===== src/rtl/seg7_scan_decoder_if.sv =====
// Bundle of the seven-segment monitor bus and the frame valid/ready output
// channel. The slave side is the decoder; the master side drives the display bus.
interface seg7_scan_decoder_if #(
    parameter int NUM_DIGITS = 4
);
    logic [NUM_DIGITS-1:0]   AN;
    logic [0:6]              SEV;
    logic                    FRAME_READY;
    logic                    FRAME_VALID;
    logic [4*NUM_DIGITS-1:0] VALUE;
    logic [NUM_DIGITS-1:0]   DIGIT_ERR;
    logic                    OVERRUN;

    modport master (
        output AN, SEV, FRAME_READY,
        input  FRAME_VALID, VALUE, DIGIT_ERR, OVERRUN
    );

    modport slave (
        input  AN, SEV, FRAME_READY,
        output FRAME_VALID, VALUE, DIGIT_ERR, OVERRUN
    );
endinterface


===== src/rtl/seg7_scan_decoder.sv =====
// Monitors a scanned active-low seven-segment bus, recovers each digit's hex value
// once its pattern has been stable long enough, and hands out one frame per full scan.
module seg7_scan_decoder #(
    parameter int NUM_DIGITS    = 4,
    parameter int STABLE_CYCLES = 4
) (
    input  logic                CLK,
    input  logic                RST_N,
    seg7_scan_decoder_if.slave  bus
);
    localparam int                CNT_W   = $clog2(STABLE_CYCLES + 1);
    localparam logic [CNT_W-1:0] CNT_MAX = CNT_W'(STABLE_CYCLES);
    localparam logic [CNT_W-1:0] CAP_AT  = CNT_W'(STABLE_CYCLES - 1);

    // Returns {error, nibble}; unknown patterns decode to 0 with the error bit set.
    function automatic logic [4:0] decode_seg(input logic [0:6] seg);
        case (seg)
            7'b0000001: return 5'h00;
            7'b1001111: return 5'h01;
            7'b0010010: return 5'h02;
            7'b0000110: return 5'h03;
            7'b1001100: return 5'h04;
            7'b0100100: return 5'h05;
            7'b0100000: return 5'h06;
            7'b0001111: return 5'h07;
            7'b0000000: return 5'h08;
            7'b0001100: return 5'h09;
            7'b0001000: return 5'h0A;
            7'b1100000: return 5'h0B;
            7'b0110001: return 5'h0C;
            7'b1000010: return 5'h0D;
            7'b0110000: return 5'h0E;
            7'b0111000: return 5'h0F;
            default:    return 5'h10;
        endcase
    endfunction

    logic [NUM_DIGITS-1:0]   s1_an_q, s1_an_d;
    logic [0:6]              s1_sev_q, s1_sev_d;
    logic [CNT_W-1:0]        cnt_q, cnt_d;
    logic [NUM_DIGITS-1:0]   mask_q, mask_d;
    logic [4*NUM_DIGITS-1:0] shadow_val_q, shadow_val_d;
    logic [NUM_DIGITS-1:0]   shadow_err_q, shadow_err_d;
    logic [4*NUM_DIGITS-1:0] value_q, value_d;
    logic [NUM_DIGITS-1:0]   digit_err_q, digit_err_d;
    logic                    frame_valid_q, frame_valid_d;
    logic                    overrun_q, overrun_d;

    logic [NUM_DIGITS-1:0]   slot_oh;
    logic [4:0]              dec;
    logic                    cap;
    logic                    load;

    always_comb begin
        s1_an_d       = bus.AN;
        s1_sev_d      = bus.SEV;
        cnt_d         = '0;
        mask_d        = mask_q;
        shadow_val_d  = shadow_val_q;
        shadow_err_d  = shadow_err_q;
        value_d       = value_q;
        digit_err_d   = digit_err_q;
        frame_valid_d = frame_valid_q;
        overrun_d     = overrun_q;
        load          = 1'b0;

        // Saturating at STABLE_CYCLES makes cap fire once per stable window.
        if (bus.AN == s1_an_q && bus.SEV == s1_sev_q)
            cnt_d = (cnt_q == CNT_MAX) ? cnt_q : cnt_q + CNT_W'(1);

        slot_oh = ~s1_an_q;
        dec     = decode_seg(s1_sev_q);
        cap     = (cnt_q == CAP_AT) && ($countones(slot_oh) == 1);

        if (cap) begin
            for (int i = 0; i < NUM_DIGITS; i++) begin
                if (slot_oh[i]) begin
                    shadow_val_d[4*i +: 4] = dec[3:0];
                    shadow_err_d[i]        = dec[4];
                end
            end
            mask_d = mask_q | slot_oh;
            if (&mask_d) begin
                mask_d = '0;
                if (!frame_valid_q || bus.FRAME_READY) begin
                    value_d     = shadow_val_d;
                    digit_err_d = shadow_err_d;
                    load        = 1'b1;
                end else begin
                    overrun_d = 1'b1;
                end
            end
        end

        if (load)
            frame_valid_d = 1'b1;
        else if (frame_valid_q && bus.FRAME_READY)
            frame_valid_d = 1'b0;
    end

    always_ff @(posedge CLK) begin
        if (!RST_N) begin
            s1_an_q       <= '1;
            s1_sev_q      <= '1;
            cnt_q         <= '0;
            mask_q        <= '0;
            shadow_val_q  <= '0;
            shadow_err_q  <= '0;
            value_q       <= '0;
            digit_err_q   <= '0;
            frame_valid_q <= 1'b0;
            overrun_q     <= 1'b0;
        end else begin
            s1_an_q       <= s1_an_d;
            s1_sev_q      <= s1_sev_d;
            cnt_q         <= cnt_d;
            mask_q        <= mask_d;
            shadow_val_q  <= shadow_val_d;
            shadow_err_q  <= shadow_err_d;
            value_q       <= value_d;
            digit_err_q   <= digit_err_d;
            frame_valid_q <= frame_valid_d;
            overrun_q     <= overrun_d;
        end
    end

    assign bus.FRAME_VALID = frame_valid_q;
    assign bus.VALUE       = value_q;
    assign bus.DIGIT_ERR   = digit_err_q;
    assign bus.OVERRUN     = overrun_q;
endmodule

===== src/flat_wrapper.sv =====
// flat-port wrapper written by rule: the top's interface ports become plain ports
module seg7_scan_decoder_flat 
#(
    parameter int NUM_DIGITS    = 4,
    parameter int STABLE_CYCLES = 4
)
  (CLK, RST_N, bus_AN, bus_SEV, bus_FRAME_READY, bus_FRAME_VALID, bus_VALUE, bus_DIGIT_ERR, bus_OVERRUN);
  seg7_scan_decoder_if #(.NUM_DIGITS(NUM_DIGITS)) bus_i ();
  input  logic CLK;
  input  logic RST_N;
  input wire logic [$bits(bus_i.AN)-1:0] bus_AN;
  input wire logic [$bits(bus_i.SEV)-1:0] bus_SEV;
  input wire logic [$bits(bus_i.FRAME_READY)-1:0] bus_FRAME_READY;
  output wire logic [$bits(bus_i.FRAME_VALID)-1:0] bus_FRAME_VALID;
  output wire logic [$bits(bus_i.VALUE)-1:0] bus_VALUE;
  output wire logic [$bits(bus_i.DIGIT_ERR)-1:0] bus_DIGIT_ERR;
  output wire logic [$bits(bus_i.OVERRUN)-1:0] bus_OVERRUN;
  assign bus_i.AN = bus_AN;
  assign bus_i.SEV = bus_SEV;
  assign bus_i.FRAME_READY = bus_FRAME_READY;
  assign bus_FRAME_VALID = bus_i.FRAME_VALID;
  assign bus_VALUE = bus_i.VALUE;
  assign bus_DIGIT_ERR = bus_i.DIGIT_ERR;
  assign bus_OVERRUN = bus_i.OVERRUN;
  seg7_scan_decoder #(.NUM_DIGITS(NUM_DIGITS), .STABLE_CYCLES(STABLE_CYCLES)) u_core (.CLK(CLK), .RST_N(RST_N), .bus(bus_i));
endmodule

===== config.mk =====
export PLATFORM = sky130hd
export DESIGN_NAME = seg7_scan_decoder_flat
export DESIGN_NICKNAME = d
export VERILOG_FILES = /design/src/rtl/seg7_scan_decoder_if.sv /design/src/rtl/seg7_scan_decoder.sv /design/src/flat_wrapper.sv
export SDC_FILE = /design/constraint.sdc
export NUM_CORES = 1
export LEC_CHECK = 0
export ABC_AREA = 1
export BUFFER_PORTS_ARGS = -buffer_cell sky130_fd_sc_hd__buf_2
export CAP_MARGIN = 15
export CORE_ASPECT_RATIO = 0.5
export CORE_MARGIN = 2
export CORE_UTILIZATION = 55
export CTS_BUF_LIST = sky130_fd_sc_hd__clkbuf_16
export CTS_CLUSTER_SIZE = 16
export DETAILED_ROUTE_END_ITERATION = 10
export PLACE_DENSITY_LB_ADDON = 0.15
export SETUP_SLACK_MARGIN = 0.1
export SYNTH_ARGS = -nofsm -noshare
export SYNTH_HDL_FRONTEND = slang
export SYNTH_SLANG_ARGS = --single-unit

===== constraint.sdc =====
create_clock -name CLK -period 3.05 [get_ports CLK]
set_input_delay 0.61 -clock CLK [delete_from_list [all_inputs] [get_ports CLK]]
set_output_delay 0.61 -clock CLK [all_outputs]
set_load 0.02 [all_outputs]

==> results.sh <==
export IMPL_viasPerCell=5.40
export IMPL_required_ps=3260
export IMPL_drt_total_wl_um=7160
export IMPL_layout_nets=450
export IMPL_cts_tree="yes"
export IMPL_rr_startpoint="u_core.s1_an_q[2]$_SDFF_PN1_"
export IMPL_syn_num_nets=402
export IMPL_antenna_found_initial=0
export IMPL_critPathMaxFanout=14
export IMPL_yosysSeqAreaShare_pct=43.2
export IMPL_cts_path_max_buffers=2
export IMPL_slew_limit_headroom_pct=60.1
export IMPL_ys_seq_elements=60
export IMPL_rows=18
export IMPL_synth_simple_area_share_pct=24.4
export IMPL_vias=2715
export IMPL_fp_dieArea_mm2=0.00568
export IMPL_die_w_um=105
export IMPL_synth_area_leaders="dfxtp_1 (43%), a21oi_1 (9.7%), nand2_1 (9.6%)"
export IMPL_antenna_cells=0
export IMPL_cts_resized=0
export IMPL_max_freq_mhz=368
export IMPL_rsz0062_at_grt="false"
export IMPL_post_cts_buffers=0
export IMPL_die_h_um=54.3
export IMPL_r2r_slack_ps=340
export IMPL_grt_max_degree=37
export IMPL_synth_area_per_cell_um2=7.30
export IMPL_mappedNetlistArea_mm2=0.00278
export IMPL_dp_hpwl_um=5000
export IMPL_ios=36
export IMPL_hp_class="reg -> reg"
export IMPL_vdd_ir_drop_max_mv=0.492
export IMPL_cp_arrival_ps=2920
export IMPL_firstDrtPassIters=5
export IMPL_clkTransAtPathRegs_ps=50
export IMPL_drcViolationCount=0
export IMPL_gr_total_overflow=0
export IMPL_numClockSinks=60
export IMPL_drv_slew=0
export IMPL_cts_buffers=9
export IMPL_initial_core_util_pct=56.9
export IMPL_final_util_pct=67.9
export IMPL_tightest_slew_ps=599
export IMPL_worstSkewPairLatency_ps=330
export IMPL_synth_compound_area_share_pct=18.8
export IMPL_core_mm2=0.00489
export IMPL_yosys_warnings=0
export IMPL_wire_per_inst_um=14.2
export IMPL_fillCellCount=445
export IMPL_drv_cap=0
export IMPL_area_growth_pct=19.3
export IMPL_finClkSkew_ps=5.90
export IMPL_drtIter0Drc=167
export IMPL_hold_violations=0
export IMPL_port_buffers=35
export IMPL_ant_nets=0
export IMPL_synthDistinctLibCells=29
export IMPL_cts_max_level=3
export IMPL_worst_slack_ps=335
export IMPL_grt_pass1_wl_um=11600
export IMPL_grt_use_total_pct=27.1
export IMPL_drive_gt1_share_pct=20.3
export IMPL_synth_cells=381
export IMPL_place_congestion=0.897
export IMPL_path_class="reg -> reg"
export IMPL_setup_viol=0
export IMPL_yosys_area_top_type="dfxtp_1"
export IMPL_hold_buffers=0
export IMPL_synth_xor_area_share_pct=0.945
export IMPL_outcome="finished clean"
export IMPL_crit_start="u_core.s1_an_q[2]$_SDFF_PN1_"
export IMPL_grt_pass1_vias=2450
export IMPL_cts_root_buf="clkbuf_16"
export IMPL_tns_ps=0
export IMPL_critPathCaptureType="flop"
export IMPL_powerDensity_mw_per_mm2=538
export IMPL_total_leakage_power_nw=1.56
export IMPL_period_needed_ps=2710
export IMPL_period_share_pct=89.0
export IMPL_post_place_ws_ps=445
export IMPL_synth_top_family_by_area="simple AND/OR/NAND/NOR gates"
export IMPL_min_delay_start="u_core.mask_q[2]$_SDFFE_PN0P_"
export IMPL_synthMuxAreaShare_pct=0
export IMPL_synth_adder_area_share_pct=3.42
export IMPL_cp_start_kind="flop"
export IMPL_whs_ps=455
export IMPL_synth_top_area_share_pct=43.2
==> final timing paths <==
kind,to,depth (start not counted)
worst max register to register,u_core.bus.VALUE[10]$_SDFFE_PN0P_,12
worst min-delay path,u_core.mask_q[2]$_SDFFE_PN0P_,2
worst min register to register,u_core.mask_q[2]$_SDFFE_PN0P_,2
worst max-delay path,u_core.bus.VALUE[10]$_SDFFE_PN0P_,12
==> layout make-up <==
cell class,instances,area [um2],area share (%)
clock inverters,6,32.5,0.980
multi-input cells,264,1320,39.9
clock buffers,9,225,6.79
repair buffers,49,280,8.45
well taps,70,87.6,2.64
inverters,45,169,5.09
flip-flops and latches,60,1200,36.2
==> logic make-up after synthesis <==
family                   Yosys count
buffers and inverters             57
XOR/XNOR                           3
flip-flops                        60
AO/OA/AOI/OAI                    100
adder cells (fa/ha/maj)            7
AND/OR/NAND/NOR                  154
==> worst max-delay path: stages, from the launching register on <==
cell and delay [ps]:
dfxtp_1 340, inv_2 90, ha_1 310, ha_1 210, fa_1 430, nor2_1 110
nand3_1 170, nor2_1 200, nand2_2 130, inv_2 80, nand2_2 180, a21oi_1 240
a21oi_1 100
==> cell usage after synthesis (all sizes together) <==
library cell / count
a21oi: 54
and2: 2
buf: 9
clkbuf: 3
clkinv: 1
dfxtp: 60
fa: 1
ha: 6
inv: 44
nand2: 76
nand3: 15
nand4: 1
nor2: 53
nor4: 3
o211ai: 4
o21ai: 33
o22ai: 9
or2: 4
xor2: 3
==> routing by layer <==
layer  vias up  GRT usage, %  wire (um)
met5         -             0          0
met4         0          7.56         73
met3         9          10.1        524
met2        97          43.0       3010
met1      1270          35.6       3550
li1       1339             -          -
==> where the power goes <==
part	switching (mW)	leakage, nW	internal (mW)
clock network	0.348	0.122	0.534
logic	0.0634	0.952	0.0347
registers	0.0101	0.486	0.793
total	0.422	1.56	1.36
==> flip-flops by register name, summed over array words and instances (netlist names) <==
register,cells
u_core.bus.VALUE,16
u_core.shadow_val_q,16
u_core.s1_sev_q,7
u_core.bus.DIGIT_ERR,4
u_core.mask_q,4
u_core.s1_an_q,4
u_core.shadow_err_q,4
u_core.cnt_q,3
u_core.bus.FRAME_VALID,1
u_core.bus.OVERRUN,1
==> cell usage in the layout (no fill, tap or decap), drive strengths merged <==
cell type and count:
clkbuf 9, nor4 3, clkinvlp 2, fa 1, inv 44, buf 49, o22ai 9, ha 6
nand4 1, o21ai 33, nand2 76, o211ai 4, dfxtp 60, a21oi 54, nor2 53, clkinv 5
xor2 3, nand3 15, or2 4, and2 2
==> through the flow <==
stage | instances | area [um2] | total power, mW
2_1_floorplan | 381 | 2780 | 0.880
3_3_place_gp | 488 | 3060 | 0.912
3_5_place_dp | 488 | 3060 | 0.915
4_1_cts | 503 | 3320 | 1.80
5_1_grt | 503 | 3320 | 1.84
6_report | 503 | 3320 | 1.78
Note: power is estimated with default switching activity, not from simulation.
